File: src/rtl/cpu_pkg.sv
//==== cpu_pkg | shared pipeline hazard types and helpers | rev 1.0 ====
`default_nettype none

package cpu_pkg;

  localparam int                    REG_ADDR_W = 5;
  localparam logic [REG_ADDR_W-1:0] ZERO_REG   = 5'd31;

  typedef enum logic [1:0] {
    FWD_RF    = 2'b00,
    FWD_EXMEM = 2'b01,
    FWD_MEMWB = 2'b10
  } fwd_sel_t;

  typedef struct packed {
    logic                  valid;
    logic [REG_ADDR_W-1:0] rd;
    logic                  reg_write;
    logic                  mem_read;
  } hz_stage_t;

  function automatic logic is_writer(hz_stage_t s, logic [REG_ADDR_W-1:0] zr);
    return s.valid && s.reg_write && (s.rd != zr);
  endfunction

  // Nearer stage (EX) takes priority; WB is covered by register-file write-through.
  function automatic fwd_sel_t fwd_pick(logic uses, logic [REG_ADDR_W-1:0] src,
                                        hz_stage_t ex, hz_stage_t mem,
                                        logic [REG_ADDR_W-1:0] zr);
    fwd_sel_t sel;
    sel = FWD_RF;
    if (uses && is_writer(ex, zr) && (ex.rd == src)) begin
      sel = FWD_EXMEM;
    end else if (uses && is_writer(mem, zr) && (mem.rd == src)) begin
      sel = FWD_MEMWB;
    end
    return sel;
  endfunction

endpackage

`default_nettype wire

File: src/rtl/hz_stage_reg.sv
//==== hz_stage_reg | one shadow pipeline stage with bubble insert | rev 1.0 ====
`default_nettype none

module hz_stage_reg
  import cpu_pkg::*;
(
  input  logic      clk_i,
  input  logic      reset_i,
  input  logic      bubble_i,
  input  hz_stage_t d_i,
  output hz_stage_t q_o
);

  hz_stage_t stage_q;
  hz_stage_t stage_d;

  always_comb begin
    stage_d = d_i;
    if (bubble_i) begin
      stage_d = '0;
    end
  end

  always_ff @(posedge clk_i) begin
    if (reset_i) begin
      stage_q <= '0;
    end else begin
      stage_q <= stage_d;
    end
  end

  assign q_o = stage_q;

endmodule

`default_nettype wire

File: src/rtl/fwd_hazard_unit.sv
//==== fwd_hazard_unit | EX operand forwarding selects and load-use stall | rev 1.0 ====
`default_nettype none

module fwd_hazard_unit
  import cpu_pkg::*;
#(
  parameter int REG_ADDR_W = cpu_pkg::REG_ADDR_W,
  parameter int ZERO_REG   = 31,
  parameter int CNT_W      = 16
) (
  input  logic                  clk_i,
  input  logic                  reset_i,
  input  logic                  id_valid_i,
  input  logic [REG_ADDR_W-1:0] id_rn_i,
  input  logic [REG_ADDR_W-1:0] id_rm_i,
  input  logic                  id_uses_rn_i,
  input  logic                  id_uses_rm_i,
  input  logic [REG_ADDR_W-1:0] id_rd_i,
  input  logic                  id_reg_write_i,
  input  logic                  id_mem_read_i,
  input  logic                  br_taken_i,
  output logic                  stall_o,
  output logic [1:0]            fwd_a_sel_o,
  output logic [1:0]            fwd_b_sel_o,
  output logic [CNT_W-1:0]      stall_count_o
);

  localparam logic [REG_ADDR_W-1:0] ZR = ZERO_REG[REG_ADDR_W-1:0];

  // Index 0 = EX, 1 = MEM, 2 = WB.
  hz_stage_t stage_d     [3];
  hz_stage_t stage_q     [3];
  logic      stage_bubble[3];

  hz_stage_t ex_q;
  hz_stage_t mem_q;
  logic      ex_bubble;

  fwd_sel_t          fwd_a_q, fwd_a_d;
  fwd_sel_t          fwd_b_q, fwd_b_d;
  logic [CNT_W-1:0]  stall_count_q, stall_count_d;

  assign ex_q  = stage_q[0];
  assign mem_q = stage_q[1];

  always_comb begin
    stall_o = id_valid_i && !br_taken_i && ex_q.valid && ex_q.mem_read && (ex_q.rd != ZR) &&
              ((id_uses_rn_i && (id_rn_i == ex_q.rd)) || (id_uses_rm_i && (id_rm_i == ex_q.rd)));
  end

  assign ex_bubble = stall_o || br_taken_i;

  always_comb begin
    stage_d[0]      = {id_valid_i, id_rd_i, id_reg_write_i, id_mem_read_i};
    stage_bubble[0] = ex_bubble;
    for (int i = 1; i < 3; i++) begin
      stage_d[i]      = stage_q[i-1];
      stage_bubble[i] = 1'b0;
    end
  end

  for (genvar gi = 0; gi < 3; gi++) begin : g_stage
    hz_stage_reg u_stage (
      .clk_i    (clk_i),
      .reset_i  (reset_i),
      .bubble_i (stage_bubble[gi]),
      .d_i      (stage_d[gi]),
      .q_o      (stage_q[gi])
    );
  end

  always_comb begin
    fwd_a_d = FWD_RF;
    fwd_b_d = FWD_RF;
    if (!ex_bubble && id_valid_i) begin
      fwd_a_d = fwd_pick(id_uses_rn_i, id_rn_i, ex_q, mem_q, ZR);
      fwd_b_d = fwd_pick(id_uses_rm_i, id_rm_i, ex_q, mem_q, ZR);
    end
  end

  always_comb begin
    stall_count_d = stall_count_q;
    if (stall_o && (stall_count_q != {CNT_W{1'b1}})) begin
      stall_count_d = stall_count_q + 1'b1;
    end
  end

  always_ff @(posedge clk_i) begin
    if (reset_i) begin
      fwd_a_q       <= FWD_RF;
      fwd_b_q       <= FWD_RF;
      stall_count_q <= '0;
    end else begin
      fwd_a_q       <= fwd_a_d;
      fwd_b_q       <= fwd_b_d;
      stall_count_q <= stall_count_d;
    end
  end

  assign fwd_a_sel_o   = fwd_a_q;
  assign fwd_b_sel_o   = fwd_b_q;
  assign stall_count_o = stall_count_q;

endmodule

`default_nettype wire

File: config.mk
export PLATFORM = sky130hd
export DESIGN_NAME = fwd_hazard_unit
export DESIGN_NICKNAME = d
export VERILOG_FILES = /design/src/rtl/cpu_pkg.sv /design/src/rtl/hz_stage_reg.sv /design/src/rtl/fwd_hazard_unit.sv
export SDC_FILE = /design/constraint.sdc
export NUM_CORES = 1
export LEC_CHECK = 0
export CAP_MARGIN = 40
export CORE_ASPECT_RATIO = 0.7
export CORE_MARGIN = 2
export CORE_UTILIZATION = 35
export CTS_BUF_LIST = sky130_fd_sc_hd__clkbuf_2
export DETAILED_ROUTE_END_ITERATION = 7
export GPL_TIMING_DRIVEN = 0
export PLACE_DENSITY = 0.71
export SYNTH_ARGS = -nofsm -noshare
export SYNTH_HDL_FRONTEND = slang
export SYNTH_SLANG_ARGS = --single-unit
File: constraint.sdc
create_clock -name clk_i -period 2.1 [get_ports clk_i]
set_input_delay 0.42 -clock clk_i [delete_from_list [all_inputs] [get_ports clk_i]]
set_output_delay 0.42 -clock clk_i [all_outputs]
set_load 0.01 [all_outputs]
Word level (Yosys, flattened, before mapping) --
Cells that the tools add are included.
Word-level totals: latch bits 0, ROM bits 0, memories 0, bits in registers 35, logic and storage cells 56, bits in writable memories 0, bits of input ports 23, output and inout bits 21
Cells by class: shift operators 0, reduce and logical (&&, ||, !) cells 29, bitwise logic cells 1, mux-type cells 4, $add $sub $neg 1, div/mod/pow operators 0, multipliers 0, eq/ne operators 9, $lt $le $gt $ge 0
Operators by type and width (number):
- 5-bit equality test | 6
- 1-bit logical AND | 21
- 16-bit by 1-bit adder with 16-bit output (second input constant) | 1
- 16-bit inequality test (second input constant) | 1
- 5-bit inequality test (second input constant) | 2
- 3-bit OR reduction | 2
- 2-bit 2-to-1 mux | 2
- 2-bit OR reduction | 2
- 1-bit zero test | 2
- 1-bit logical OR | 2
- 1-bit 2-to-1 mux | 2
- 1-bit NOT | 1

Depth between registers and ports, before layout --
Gate-level depths: netlist of run 1.
depth in word-level cells 11, mapped depth 7, mapped depth without buffers 7

Modules after synthesis --
Synthesis of run 1 repeated with hierarchy kept, for this count alone.
Unflattened totals: cell total of the unflattened synthesis 188, area total of the unflattened synthesis 1803.0 µm²
Modules (own cells, without submodules):
- fwd_hazard_unit | cells an instance 152, area each 1237.4 µm², times used 1, seq. area each 400.4 µm²
- hz_stage_reg | cells an instance 18, area each 282.8 µm², times used 2, seq. area each 160.2 µm²

Worst setup path after synthesis of run 1 --
No wires, ideal clock.
kind input port to flip-flop, from input id_rn_i[0], to register stall_count_q[9], in the netlist stall_count_o[9], library setup time 71 ps, data arrival time 1734 ps, slack 295 ps, buffers on the path 0, stages 6, required time 2029 ps, path through xnor2_1 nand4_1 nor3_4 o21ai_2 or4_1 a21oi_1
Between the ends: longest elaborated chain between the ends 5
RTL lines:
- start: declaration | line fwd_hazard_unit.sv:14 | input logic [REG_ADDR_W-1:0] id_rn_i,
- 5-bit equality test | line fwd_hazard_unit.sv:48 | ((id_uses_rn_i && (id_rn_i == ex_q.rd)) || (id_uses_rm_i && (id_rm_i == ex_q.rd)));
- 1-bit logical AND | line fwd_hazard_unit.sv:48
- 1-bit logical OR | line fwd_hazard_unit.sv:48
- 1-bit logical AND | line fwd_hazard_unit.sv:47 | stall_o = id_valid_i && !br_taken_i && ex_q.valid && ex_q.mem_read && (ex_q.rd != ZR) &&
- 1-bit logical AND | line fwd_hazard_unit.sv:83 | if (stall_o && (stall_count_q != {CNT_W{1'b1}})) begin
- end signal: assignment | line fwd_hazard_unit.sv:96 | stall_count_q <= stall_count_d;
- end: declaration | line fwd_hazard_unit.sv:41 | logic [CNT_W-1:0] stall_count_q, stall_count_d;
No other way between the ends. A chain may end at the register's enable or synchronous reset.

Worst setup path in the final report of run 1 --
from input id_rn_i[3], to output stall_o
Between the ends: longest elaborated chain between the ends 4
RTL lines:
- 5-bit equality test | line fwd_hazard_unit.sv:48
- 1-bit logical AND | line fwd_hazard_unit.sv:48
- 1-bit logical OR | line fwd_hazard_unit.sv:48
- 1-bit logical AND | line fwd_hazard_unit.sv:47
- end: declaration | line fwd_hazard_unit.sv:22 | output logic stall_o,
No other way between the ends.

==> impl_results.md, run 1 <==
* Status: finished, violations left
* Failing checks: negative setup slack
* First-pass GRT wire length at 6.80 mm
* Vias in the first global route at 1390
* Crit-path cells: clkdlybuf4s50_1, xor2_2, nor3_4, or2_4, nor2b_1, buf_2
* PnR worst setup slack at -72.1 ps
* GRT Total Usage at 17.1%
* Pin count of the biggest net entering global routing at 13
* Vias/cell at 5.21
* Worst path depth at 6
* Clock period minus worst slack at 2170 ps
* Relative slew margins at 65.9%
* Skew final at 21.1 ps
* Power Density at 487 mW/mm²
* Slowest-stage cell, CP: clkdlybuf4s50_1
* Core Area at 0.00440 mm²
* Post-detailed-route wirelength per cell at 14.3 µm
* Worst Path Required at 1680 ps
* Antenna Cells at 0
* Unrepaired setup endpoints after global routing: yes
* Placer Congestion at 0.863
* Synth area leaders: dfxtp_1 (43%), xor2_1 (8.7%), xnor2_1 (4.3%), and2_1 (3.5%), nand4_1 (3.5%)
* CTS H-tree lvls at 2
* Area delta synth->final at 41.8%
* Sequential-to-total area share from yosys stat at 43.3%
* Most frequent cells after synthesis: dfxtp_1 (35), xor2_1 (16), a21oi_1 (10)
* Max Fclk at 0.460 GHz
* #FFs+latches synth at 35
* Post-Synthesis Cells at 174
* Hold path cells at 2
* DRC violations left at 0
* CP Class: input pin to output pin
* IO Count at 44
* Die area at 0.00519 mm²
* Post-DRT Antenna Nets at 0
* TritonCTS Buffers at 5
* Initial Util at 36.8%
* Number of synthesis warnings at 0
* Syn_nets at 198
* Final period util at 103%
* Fraction of registers with async set/reset at 0%
* DP HPWL at 2.93 mm
* Pleak at 0.812 nW
* Syn Area/Cell at 9.30 µm²
* Worst path max stage delay at 540 ps
* Total Wirelength at 4.07 mm
* Final TNS setup at -72.1 ps
* Design Power at 1.12 mW
* Startpoint Class: input pin
* CP top delay family: buffers and inverters
* Port Buf Inserts at 43
* Most frequent cell after synthesis: dfxtp_1
* Vias post-DR at 1486
* Setup violators final at 1
* Max_cap viols at 0
* Worst Setup End Kind: output pin
* WP data arrival at 1750 ps
* Worst skew pair latency at 380 ps
* Nets at 253
* Die Ht at 60.9 µm
* Die width at 85.3 µm
* Worst Hold Class: input pin to flip-flop
* Post-synth EDFFs at 0
* Synth Flop Type: dfxtp_1
* Clk buf depth at 2
* Pre-Repair DR Iteration Count at 4
* Initial DRC count at 129
* Top-area cell type share of the netlist area at 43.3%
* Crit Path Max Fanout at 2
* Worst Tran Pin Value at 511 ps
* Synth Cell Area at 0.00162 mm²
* Initial antenna violation count at 0
* Library cells used by synthesis at 37
* Leading area contributor after synthesis: dfxtp_1
* CTS Root Cell: clkbuf_2
* Hold_buf cts at 0
* Max rail drop VDD at 0.000291 V
* Layout cells sized above 1 at 17.0%
* Fin. max-slew vios at 0
* Total congestion overflow at 0
* WP buf/inv at 2
* # clock sinks at 35
* CTS tree: yes
* Worst r2r path cells at 7
* Fin. Hold Viols at 0
* CTS clock-pin slew for the worst setup and hold paths at 200 ps
* Num rows at 20
report_power, final:
part | internal, mW | leakage [nW] | switching, mW | total, mW
clock | 0.0790 | 0.0250 | 0.237 | 0.316
sequential | 0.672 | 0.287 | 0.0132 | 0.685
combinational | 0.0664 | 0.500 | 0.0496 | 0.116
timing repair:
item,in CTS,in global routing
resized for setup,29,6
cloned,0,0
endpoints found under the setup margin,4,6
setup buffers,4,1
pin swaps,8,2
final cells by class:
| class | instances | area, µm² |
|---|---|---|
| Fill cell | 404 | 2110 |
| Sequential cell | 35 | 717 |
| Tap cell | 55 | 68.8 |
| Multi-Input combinational cell | 134 | 992 |
| Clock inverter | 3 | 20.0 |
| Inverter | 1 | 3.75 |
| Timing Repair Buffer | 48 | 453 |
| Buffer | 4 | 16.3 |
| Clock buffer | 5 | 25.0 |
path summary, 6_finish.rpt:
| kind | from | to | slack (ps) |
|---|---|---|---|
| worst min-delay path | id_valid_i | g_stage[0].u_stage.q_o[7]$_SDFF_PP0_ | 500 |
| worst max register to register | g_stage[0].u_stage.q_o[4]$_SDFF_PP0_ | stall_count_o[9]$_SDFFE_PP0P_ | 80 |
| worst min register to register | g_stage[0].u_stage.q_o[1]$_SDFF_PP0_ | g_stage[1].u_stage.q_o[1]$_SDFF_PP0_ | 500 |
| worst max-delay path | id_rn_i[3] | stall_o | -70 |
routing by layer:
metal	vias to the layer above	GRT usage [%]	share of wire, %
li1	741	-	-
met1	702	25.5	51
met2	41	24.3	43
met3	2	3.95	5.3
met4	0	5.90	0.61
met5	-	0	0
flip-flops by register name (all words and copies together) (netlist names):
signal,flops
fwd_a_sel_o,2
fwd_b_sel_o,2
g_stage.u_stage.q_o,15
stall_count_o,16
through the flow:
step / setup WS [ps] / instances / area [µm²] / util [%] / hold slack, ps
CTS: -78.7 / 284 / 2250 / 51.2 / 492
finish: -72.1 / 285 / 2300 / 52.1 / 504
detailed placement: -826 / 272 / 2120 / 48.1 / 477
global placement: -801 / 272 / 2120 / 48.1 / 480
global route: -170 / 285 / 2300 / 52.1 / 469
floorplan: 295 / 174 / 1620 / - / 445
cells in the final DEF (no fill, tap or decap), drive strengths merged, types with 2 or more instances in the layout:
| cell type | instances |
|---|---|
| xnor2 | 8 |
| o21ai | 8 |
| and2 | 9 |
| and3 | 4 |
| or2 | 3 |
| dlygate4sd2 | 8 |
| nand4 | 9 |
| nor2b | 7 |
| or4 | 4 |
| buf | 7 |
| nor2 | 8 |
| and4 | 4 |
| nor3 | 4 |
| clkdlybuf4s50 | 34 |
| clkbuf | 8 |
| o211ai | 2 |
| nand3 | 6 |
| dfxtp | 35 |
| clkinvlp | 2 |
| nor4 | 4 |
| o31ai | 4 |
| a21oi | 10 |
| xor2 | 16 |
| nand2 | 8 |
| or3 | 6 |
cell families (layout without fill, tap and decap cells):
family	after synthesis	after routing	synth area share, %
compound gates	30	30	11.9
fa+ha+maj	1	1	0.773
mux	1	1	0.618
flops	35	35	43.3
xor+xnor	24	24	13.0
buf+inv	5	61	1.24
simple gates	78	78	29.2
Note: power is estimated with default switching activity, not from simulation.
==> inputs of run 2 (changes only) <==
- CORE_UTILIZATION: 35 -> 49
- PLACE_DENSITY: 0.71 -> 0.91
- SETUP_SLACK_MARGIN: not set -> 0.1
- SLEW_MARGIN: not set -> 25
==> run 2 against run 1 <==
Against the previous run:
- the run still ends with negative setup slack left
- final area increased by 5.3%
- register-to-register slack about the same
- critical path type unchanged
- die area decreased by 27%
- count of clock-buffer cells in the layout did not move
- sequential share of layout area is 1.6 points lower
- cell count down 4.6%
- sequential power about the same
- utilization increased by 25 points
- worst setup slack worse by 100 ps
==> impl_results.md, run 2 (synthesized netlist as in run 1, its figures left out) <==
* Total congestion overflow at 0
* # clock sinks at 35
* Origin of the critical flop-to-flop path: stall_count_o[2]$_SDFFE_PP0P_
* PnR worst setup slack at -173 ps
* Worst skew pair latency at 400 ps
* TritonCTS Buffers at 5
* Clk buf depth at 2
* Initial Util at 51.4%
* Unrepaired setup endpoints after global routing: yes
* Vias post-DR at 1672
* Crit Path Max Fanout at 2
* Max rail drop VDD at 0.000363 V
* Met3 WL at 406 µm
* Pin count of the biggest net entering global routing at 13
* Post-DRT Antenna Nets at 0
* Power Density at 520 mW/mm²
* Hold path startpoint: id_valid_i
* Worst Path Required at 1680 ps
* Fin. Hold Viols at 0
* Worst r2r path cells at 5
* Final TNS setup at -173 ps
* Crit-path cells: clkdlybuf4s50_1, xor2_2, nor3_4, or2_4, nor2b_4, buf_6
* Max Fclk at 0.440 GHz
* Total Wirelength at 5.19 mm
* CP Class: input pin to output pin
* Port Buf Inserts at 43
* DP HPWL at 2.96 mm
* First-pass GRT wire length at 6.83 mm
* IO Count at 44
* Relative slew margins at 64.8%
* Die area at 0.00379 mm²
* Commonest non-fill, non-tap cell in the layout: clkdlybuf4s50_1
* CTS tree: yes
* Nets at 257
* Initial antenna violation count at 0
* Worst reg-to-reg setup slack at 70 ps
* Hold path cells at 2
* FF-to-FF End: stall_count_o[13]$_SDFFE_PP0P_
* Placer Congestion at 0.908
* Num rows at 17
* WP data arrival at 1850 ps
* Skew final at 19.6 ps
* Final cell utilization of the core at 76.8%
* Post-Place Setup Slack at -863 ps
* Die width at 72.7 µm
* Highest metal used: met4
* Antenna Cells at 0
* Routed met1 length at 2.23 mm
* Commonest cells after routing, fill and taps aside: clkdlybuf4s50_1 (33), dfxtp_1 (30), xor2_1 (12)
* Fin. max-slew vios at 0
* Setup violators final at 1
* Worst Tran Pin Value at 528 ps
* Slowest-stage cell, CP: clkdlybuf4s50_1
* Largest register FFs at 16
* Status: finished, violations left
* CTS Root Cell: clkbuf_2
* Max_cap viols at 0
* Worst Setup End Kind: output pin
* Layout cells sized above 1 at 22.2%
* Final period util at 108%
* DRC violations left at 0
* Routed length on met2 at 2.39 mm
* Pre-Repair DR Iteration Count at 5
* Min-Delay Endpoint: g_stage[0].u_stage.q_o[7]$_SDFF_PP0_
* Clock period minus worst slack at 2270 ps
* GRT Total Usage at 24.3%
* Failing checks: negative setup slack
* Worst Hold Class: input pin to flip-flop
* Pleak at 0.874 nW
* Worst path max stage delay at 590 ps
* Vias/cell at 6.15
* Die Ht at 52.1 µm
* Post-detailed-route wirelength per cell at 19.1 µm
* Area delta synth->final at 49.4%
* CTS clock-pin slew for the worst setup and hold paths at 190 ps
* Vias in the first global route at 1455
* Startpoint Class: input pin
* CTS H-tree lvls at 2
* Initial DRC count at 150
* Core Area at 0.00315 mm²
## run 2: cell count changes in the layout (fill, tap and decap cells not counted), sizes merged
cell,change
clkbuf,+1
clkdlybuf4s50,-1
dlymetal6s2s,+1
clkinvlp,-2
clkinv,+1
buf,+3
bufinv,+1
## run 2: final cells by class
| type | instances | area, µm² |
|---|---|---|
| multi-input combinational | 134 | 1060 |
| inverter | 1 | 3.75 |
| timing repair buffer | 52 | 504 |
| clock inverter | 3 | 43.8 |
| tap | 38 | 47.5 |
| fill | 183 | 729 |
| buffer | 4 | 18.8 |
| sequential | 35 | 717 |
| clock buffer | 5 | 25.0 |
## run 2: where the power goes
| part | internal, mW | leakage, nW | switching, mW | total (mW) |
|---|---|---|---|---|
| sequential | 0.672 | 0.287 | 0.0138 | 0.686 |
| combinational | 0.0724 | 0.544 | 0.0577 | 0.130 |
| clock | 0.202 | 0.0429 | 0.239 | 0.441 |
## run 2: worst max path at each step
stage | startpoint | to | slack [ps] | depth (start not counted)
2_1_floorplan | id_rn_i[0] | stall_count_o[9]$_SDFFE_PP0P_ | 290 | 6
3_3_place_gp | id_rm_i[2] | stall_o | -800 | 7
3_5_place_dp | id_rm_i[2] | stall_o | -860 | 7
4_1_cts | g_stage[0].u_stage.q_o[2]$_SDFF_PP0_ | stall_o | -80 | 6
5_1_grt | g_stage[0].u_stage.q_o[3]$_SDFF_PP0_ | stall_o | -210 | 6
6_report | id_rn_i[2] | stall_o | -170 | 6
## run 2: worst max-delay path: cells and delay by family
family | cells | cell delay, ps
and+or+nand+nor | 3 | 480
xor gates and xnor gates | 1 | 240
buffers and inverters | 2 | 720
## run 2: layer usage
layer / vias up / track usage [%]
li1: 751 / -
met1: 802 / 34.1
met2: 105 / 35.9
met3: 14 / 5.62
met4: 0 / 9.88
met5: - / 0
## run 2: repair_timing
item / in CTS / in global routing
pin swaps: 8 / 13
setup endpoints to repair: 16 / 16
buffers inserted: 8 / 2
hold buffers: 0 / 0
gates resized for setup: 36 / 14
## run 2: stage by stage
| stage | instance area, µm² | hold slack, ps | power [mW] | std cells |
|---|---|---|---|---|
| 2_1_floorplan | 1620 | 445 | 0.740 | 174 |
| 3_3_place_gp | 2100 | 469 | 0.799 | 255 |
| 3_5_place_dp | 2100 | 475 | 0.802 | 255 |
| 4_1_cts | 2320 | 477 | 1.23 | 270 |
| 5_1_grt | 2420 | 468 | 1.29 | 272 |
| 6_report | 2420 | 477 | 1.26 | 272 |
